File: src/rtl/controlador_display.sv
// controlador_display: converts a signed 8-bit value to sign + two BCD digit codes for a 2-digit display.
// Latency: write accepted at edge N, outputs and pronto=1 visible after edge N+9 (8 double-dabble steps + 1 update).
// Backpressure: pronto=0 while busy; escrita seen while busy is dropped, not queued.
//
// Ports:
//   clock, reset           - single clock, synchronous active-high reset
//   escrita, valor[7:0]    - write strobe and signed value, taken only when pronto=1
//   pronto                 - idle, ready for a new write
//   sinal, dezena, unidade - sign (1 = negative) and tens/units digit codes to the display driver
//   estouro                - value outside -99..+99, both digits show a dash
module controlador_display #(
  parameter int         SUPRIME_ZERO = 1,
  parameter logic [3:0] COD_BRANCO   = 4'hA,
  parameter logic [3:0] COD_TRACO    = 4'hF
) (
  input  logic       clock,
  input  logic       reset,
  input  logic       escrita,
  input  logic [7:0] valor,
  output logic       pronto,
  output logic       sinal,
  output logic [3:0] dezena,
  output logic [3:0] unidade,
  output logic       estouro
);

  localparam logic [1:0] OCIOSO   = 2'd0;
  localparam logic [1:0] CONVERTE = 2'd1;
  localparam logic [1:0] ATUALIZA = 2'd2;

  logic [1:0]  estado;
  logic        negativo;
  logic [7:0]  magnitude;
  logic [11:0] bcd;
  logic [2:0]  contador;

  // Absolute value kept at 8 bits so -128 maps to magnitude 128 (unsigned).
  logic [7:0] valor_abs;
  assign valor_abs = valor[7] ? (~valor + 8'd1) : valor;

  // One double-dabble step: correct every nibble >= 5, then shift {bcd, magnitude} left.
  logic [11:0] bcd_ajustado;
  logic [19:0] deslocado;

  always_comb begin
    bcd_ajustado = bcd;
    for (int i = 0; i < 3; i++) begin
      if (bcd[4*i +: 4] >= 4'd5)
        bcd_ajustado[4*i +: 4] = bcd[4*i +: 4] + 4'd3;
    end
    deslocado = {bcd_ajustado, magnitude} << 1;
  end

  logic [3:0] centena_bcd, dezena_bcd, unidade_bcd;
  assign centena_bcd = bcd[11:8];
  assign dezena_bcd  = bcd[7:4];
  assign unidade_bcd = bcd[3:0];

  assign pronto = (estado == OCIOSO);

  always_ff @(posedge clock) begin
    if (reset) begin
      estado    <= OCIOSO;
      negativo  <= 1'b0;
      magnitude <= 8'd0;
      bcd       <= 12'd0;
      contador  <= 3'd0;
      sinal     <= 1'b0;
      dezena    <= COD_BRANCO;
      unidade   <= COD_BRANCO;
      estouro   <= 1'b0;
    end else begin
      case (estado)
        OCIOSO: begin
          if (escrita) begin
            negativo  <= valor[7];
            magnitude <= valor_abs;
            bcd       <= 12'd0;
            contador  <= 3'd0;
            estado    <= CONVERTE;
          end
        end

        CONVERTE: begin
          bcd       <= deslocado[19:8];
          magnitude <= deslocado[7:0];
          contador  <= contador + 3'd1;
          if (contador == 3'd7)
            estado <= ATUALIZA;
        end

        ATUALIZA: begin
          if (centena_bcd != 4'd0) begin
            // Magnitude >= 100 cannot be shown on two digits: dashes, no sign.
            sinal   <= 1'b0;
            dezena  <= COD_TRACO;
            unidade <= COD_TRACO;
            estouro <= 1'b1;
          end else begin
            // A negative value always has nonzero magnitude, so zero never shows a sign.
            sinal   <= negativo;
            unidade <= unidade_bcd;
            estouro <= 1'b0;
            if ((dezena_bcd == 4'd0) && (SUPRIME_ZERO != 0))
              dezena <= COD_BRANCO;
            else
              dezena <= dezena_bcd;
          end
          estado <= OCIOSO;
        end

        default: estado <= OCIOSO;
      endcase
    end
  end

endmodule

File: config.mk
export PLATFORM = sky130hd
export DESIGN_NAME = controlador_display
export DESIGN_NICKNAME = d
export VERILOG_FILES = /design/src/rtl/controlador_display.sv
export SDC_FILE = /design/constraint.sdc
export NUM_CORES = 1
export LEC_CHECK = 0
export BUFFER_PORTS_ARGS = -buffer_cell sky130_fd_sc_hd__buf_2
export CORE_MARGIN = 1
export CORE_UTILIZATION = 56
export DETAILED_ROUTE_END_ITERATION = 12
export PLACE_DENSITY = 0.78
export SKIP_CTS_REPAIR_TIMING = 1
export SYNTH_ARGS = -nofsm -noshare
export SYNTH_HDL_FRONTEND = slang
export SYNTH_SLANG_ARGS = --single-unit
File: constraint.sdc
create_clock -name clock -period 2 [get_ports clock]
set_input_delay 0.5 -clock clock [delete_from_list [all_inputs] [get_ports clock]]
set_output_delay 0.5 -clock clock [all_outputs]
set_load 0.005 [all_outputs]
==> run metrics <==
dpl ws 0.229 ns; clock buffer depth 2; crit-path cells and2b_1 > nand3_1 > nor3b_1 > o21ai_0; CP peak stage delay 0.44 ns; Chip Height 57.6 um; fmax 0.643 GHz; GRT Overall Usage 23.7%; post-synthesis mux area share 1.74%; routed vias/inst 5.90; crit path DAT 1.76 ns; sequential fraction of the synthesis area 41.6%; Yosys cell types 36; vias in the first global route 1,379; max-slew violations 0; CTS tree yes; dominant cell type by area after synthesis dfxtp_1; total die area 0.00332 mm2; ratio of cells with drive above 1 in the final layout 15.9%; Hold/Removal Path Class in -> reg; CP Class reg -> reg; crit end category register; area delta synth->final 10.3%; Critical Path Slowest Stage Cell and2b_1; RSZ-0062 raised after global routing no; Synth Area in Simple Gates 19.4%; CTS buffer count 5; Die W 57.6 um; violation count after the first detailed-routing iteration 50; clock tree sinks 36; Worst-Skew Late Latency 0.34 ns; FFs w/ async S/R, synth 0%; setup_tns 0 ns; main combinational cell family by area after synthesis compound AO/OA/AOI/OAI gates; CP Launch Type register; final wirelength 3550 um; Synth top area share 41.6%; routed vias 1,481; Setup-failing EPs final 0; H-tree levels 2; commonest non-fill, non-tap cell in the layout dfxtp_1; commonest cells after routing, fill and taps aside dfxtp_1 (36), buf_2 (21), a21oi_1 (18); cell area power density 670 mW/mm2; residual DRC count 2; top_reg_cell synth dfxtp_1; worst vdd ir 0.519 mV; highest net fanout along the worst path 13; first-pass GRT wire length 6000 um; Max-Cap Viols 0; initial antenna violation count 0; Syn Inst Count 198; top area cells in the synthesized netlist dfxtp_1 (42%), ha_1 (7.2%), a21oi_1 (5.2%); dpl hpwl 2540 um; Worst path top cell family by delay simple AND/OR/NAND/NOR gates; Yosys reg bits 36; number of synthesized flops with an enable pin 0; relative max-transition margin 67.6%; Clock Pin Slew Worst Setup and Hold Paths 0.10 ns; nets 240; I/O Buffers 21; final-layout fill cell count 255; Initial Utilization 60.7%; area occupied by multi-input gates 926 um2; gpl congestion 0.858; DR WL/cell 14.1 um; clk_skew 0.00461 ns; Ys Warns 0; fin crit period 1.55 ns; flip-flop and latch area 721 um2; global route overflow 0; Synth Area in Adders 7.23%; row count 19; worst setup margin 0.445 ns; drt first pass iters 9; cell leakage power 0.793 nW; core box area 0.00285 mm2; Root Driver clkbuf_4; status finished, violations left; XOR/XNOR share of the synthesized area 3.54%; syn nets 219; ANT nets after route 0; # IOs 22; Final Hold Viols 0; Final Cycle Share 77.7%; crit path buf inv count 0; Avg Cell Area, Syn 8.74 um2; required time of the critical path 2.21 ns; Synth Area in Compound Gates 21.6%; Worst-Margin Slew 0.486 ns; synthesized area 0.00173 mm2; largest net degree at the start of global routing 15; failing checks design-rule violations; number of diodes 0
[cell type report]
| cell class | instances | share of cell area, % |
|---|---|---|
| Inverter | 10 | 1.97 |
| Timing Repair Buffer | 24 | 6.68 |
| Tap cell | 31 | 2.03 |
| Sequential cell | 36 | 37.7 |
| Clock buffer | 8 | 3.08 |
| Multi-Input combinational cell | 142 | 48.5 |
[worst register-to-register path, cell delays in order (launching register included)]
cell     delay [ns]
dfxtp_1        0.36
and2b_1        0.44
nand3_1        0.29
nor3b_1        0.23
o21ai_0        0.10
[synth_stat cells (4+ instances only)]
| library cell | number |
|---|---|
| nand2b_1 | 7 |
| inv_1 | 10 |
| nor3_1 | 4 |
| nand2_1 | 13 |
| xnor2_1 | 5 |
| buf_2 | 6 |
| o31ai_1 | 4 |
| and2_1 | 4 |
| dfxtp_1 | 36 |
| nor2_1 | 12 |
| a21oi_1 | 18 |
| ha_1 | 10 |
| a22o_1 | 6 |
| o21ai_0 | 14 |
| nand3_1 | 9 |
[worst paths after layout]
check                                   from      endpoint  slack (ns)  cells past startpoint
worst max register to register     estado[0]     dezena[3]        0.45                      4
worst min register to register  magnitude[7]        bcd[0]        0.46                      2
worst min-delay path                valor[6]  magnitude[6]        0.44                      3
worst max-delay path               estado[0]     dezena[3]        0.45                      4
[per-layer routing]
metal | track usage (%) | part of all wire, %
met1 | 27.6 | 46
met5 | 0 | 0
met2 | 41.2 | 47
met3 | 6.80 | 4.9
met4 | 8.36 | 1.4
[stage by stage]
stage / hold WS [ns] / utilization (%) / instances / instance area, um2 / total power [mW]
final: 0.439 / 66.9 / 251 / 1910 / 1.28
after global routing: 0.420 / 66.9 / 251 / 1910 / 1.33
after CTS: 0.418 / 66.9 / 251 / 1910 / 1.29
after detailed placement: 0.447 / 64.9 / 243 / 1850 / 0.883
after global placement: 0.440 / 64.9 / 243 / 1850 / 0.879
after floorplan: 0.432 / - / 198 / 1730 / 0.843
[cells by family after synthesis]
kind of cell / after synthesis
fa+ha+maj: 10
mux: 3
xor+xnor: 7
compound gates: 57
buf+inv: 20
flops: 36
simple gates: 65
[registers in the layout, indices dropped and copies added, names as in the netlist]
register / cells
bcd: 12
contador: 3
negativo: 1
magnitude: 8
dezena: 4
unidade: 4
sinal: 1
estouro: 1
estado: 2
[where the power goes]
part | internal, mW | total [mW] | switching, mW
clock | 0.173 | 0.411 | 0.238
sequential | 0.734 | 0.744 | 0.0107
combinational | 0.0459 | 0.124 | 0.0784
total | 0.953 | 1.28 | 0.327
No activity file was read; power rests on OpenSTA's default activity.
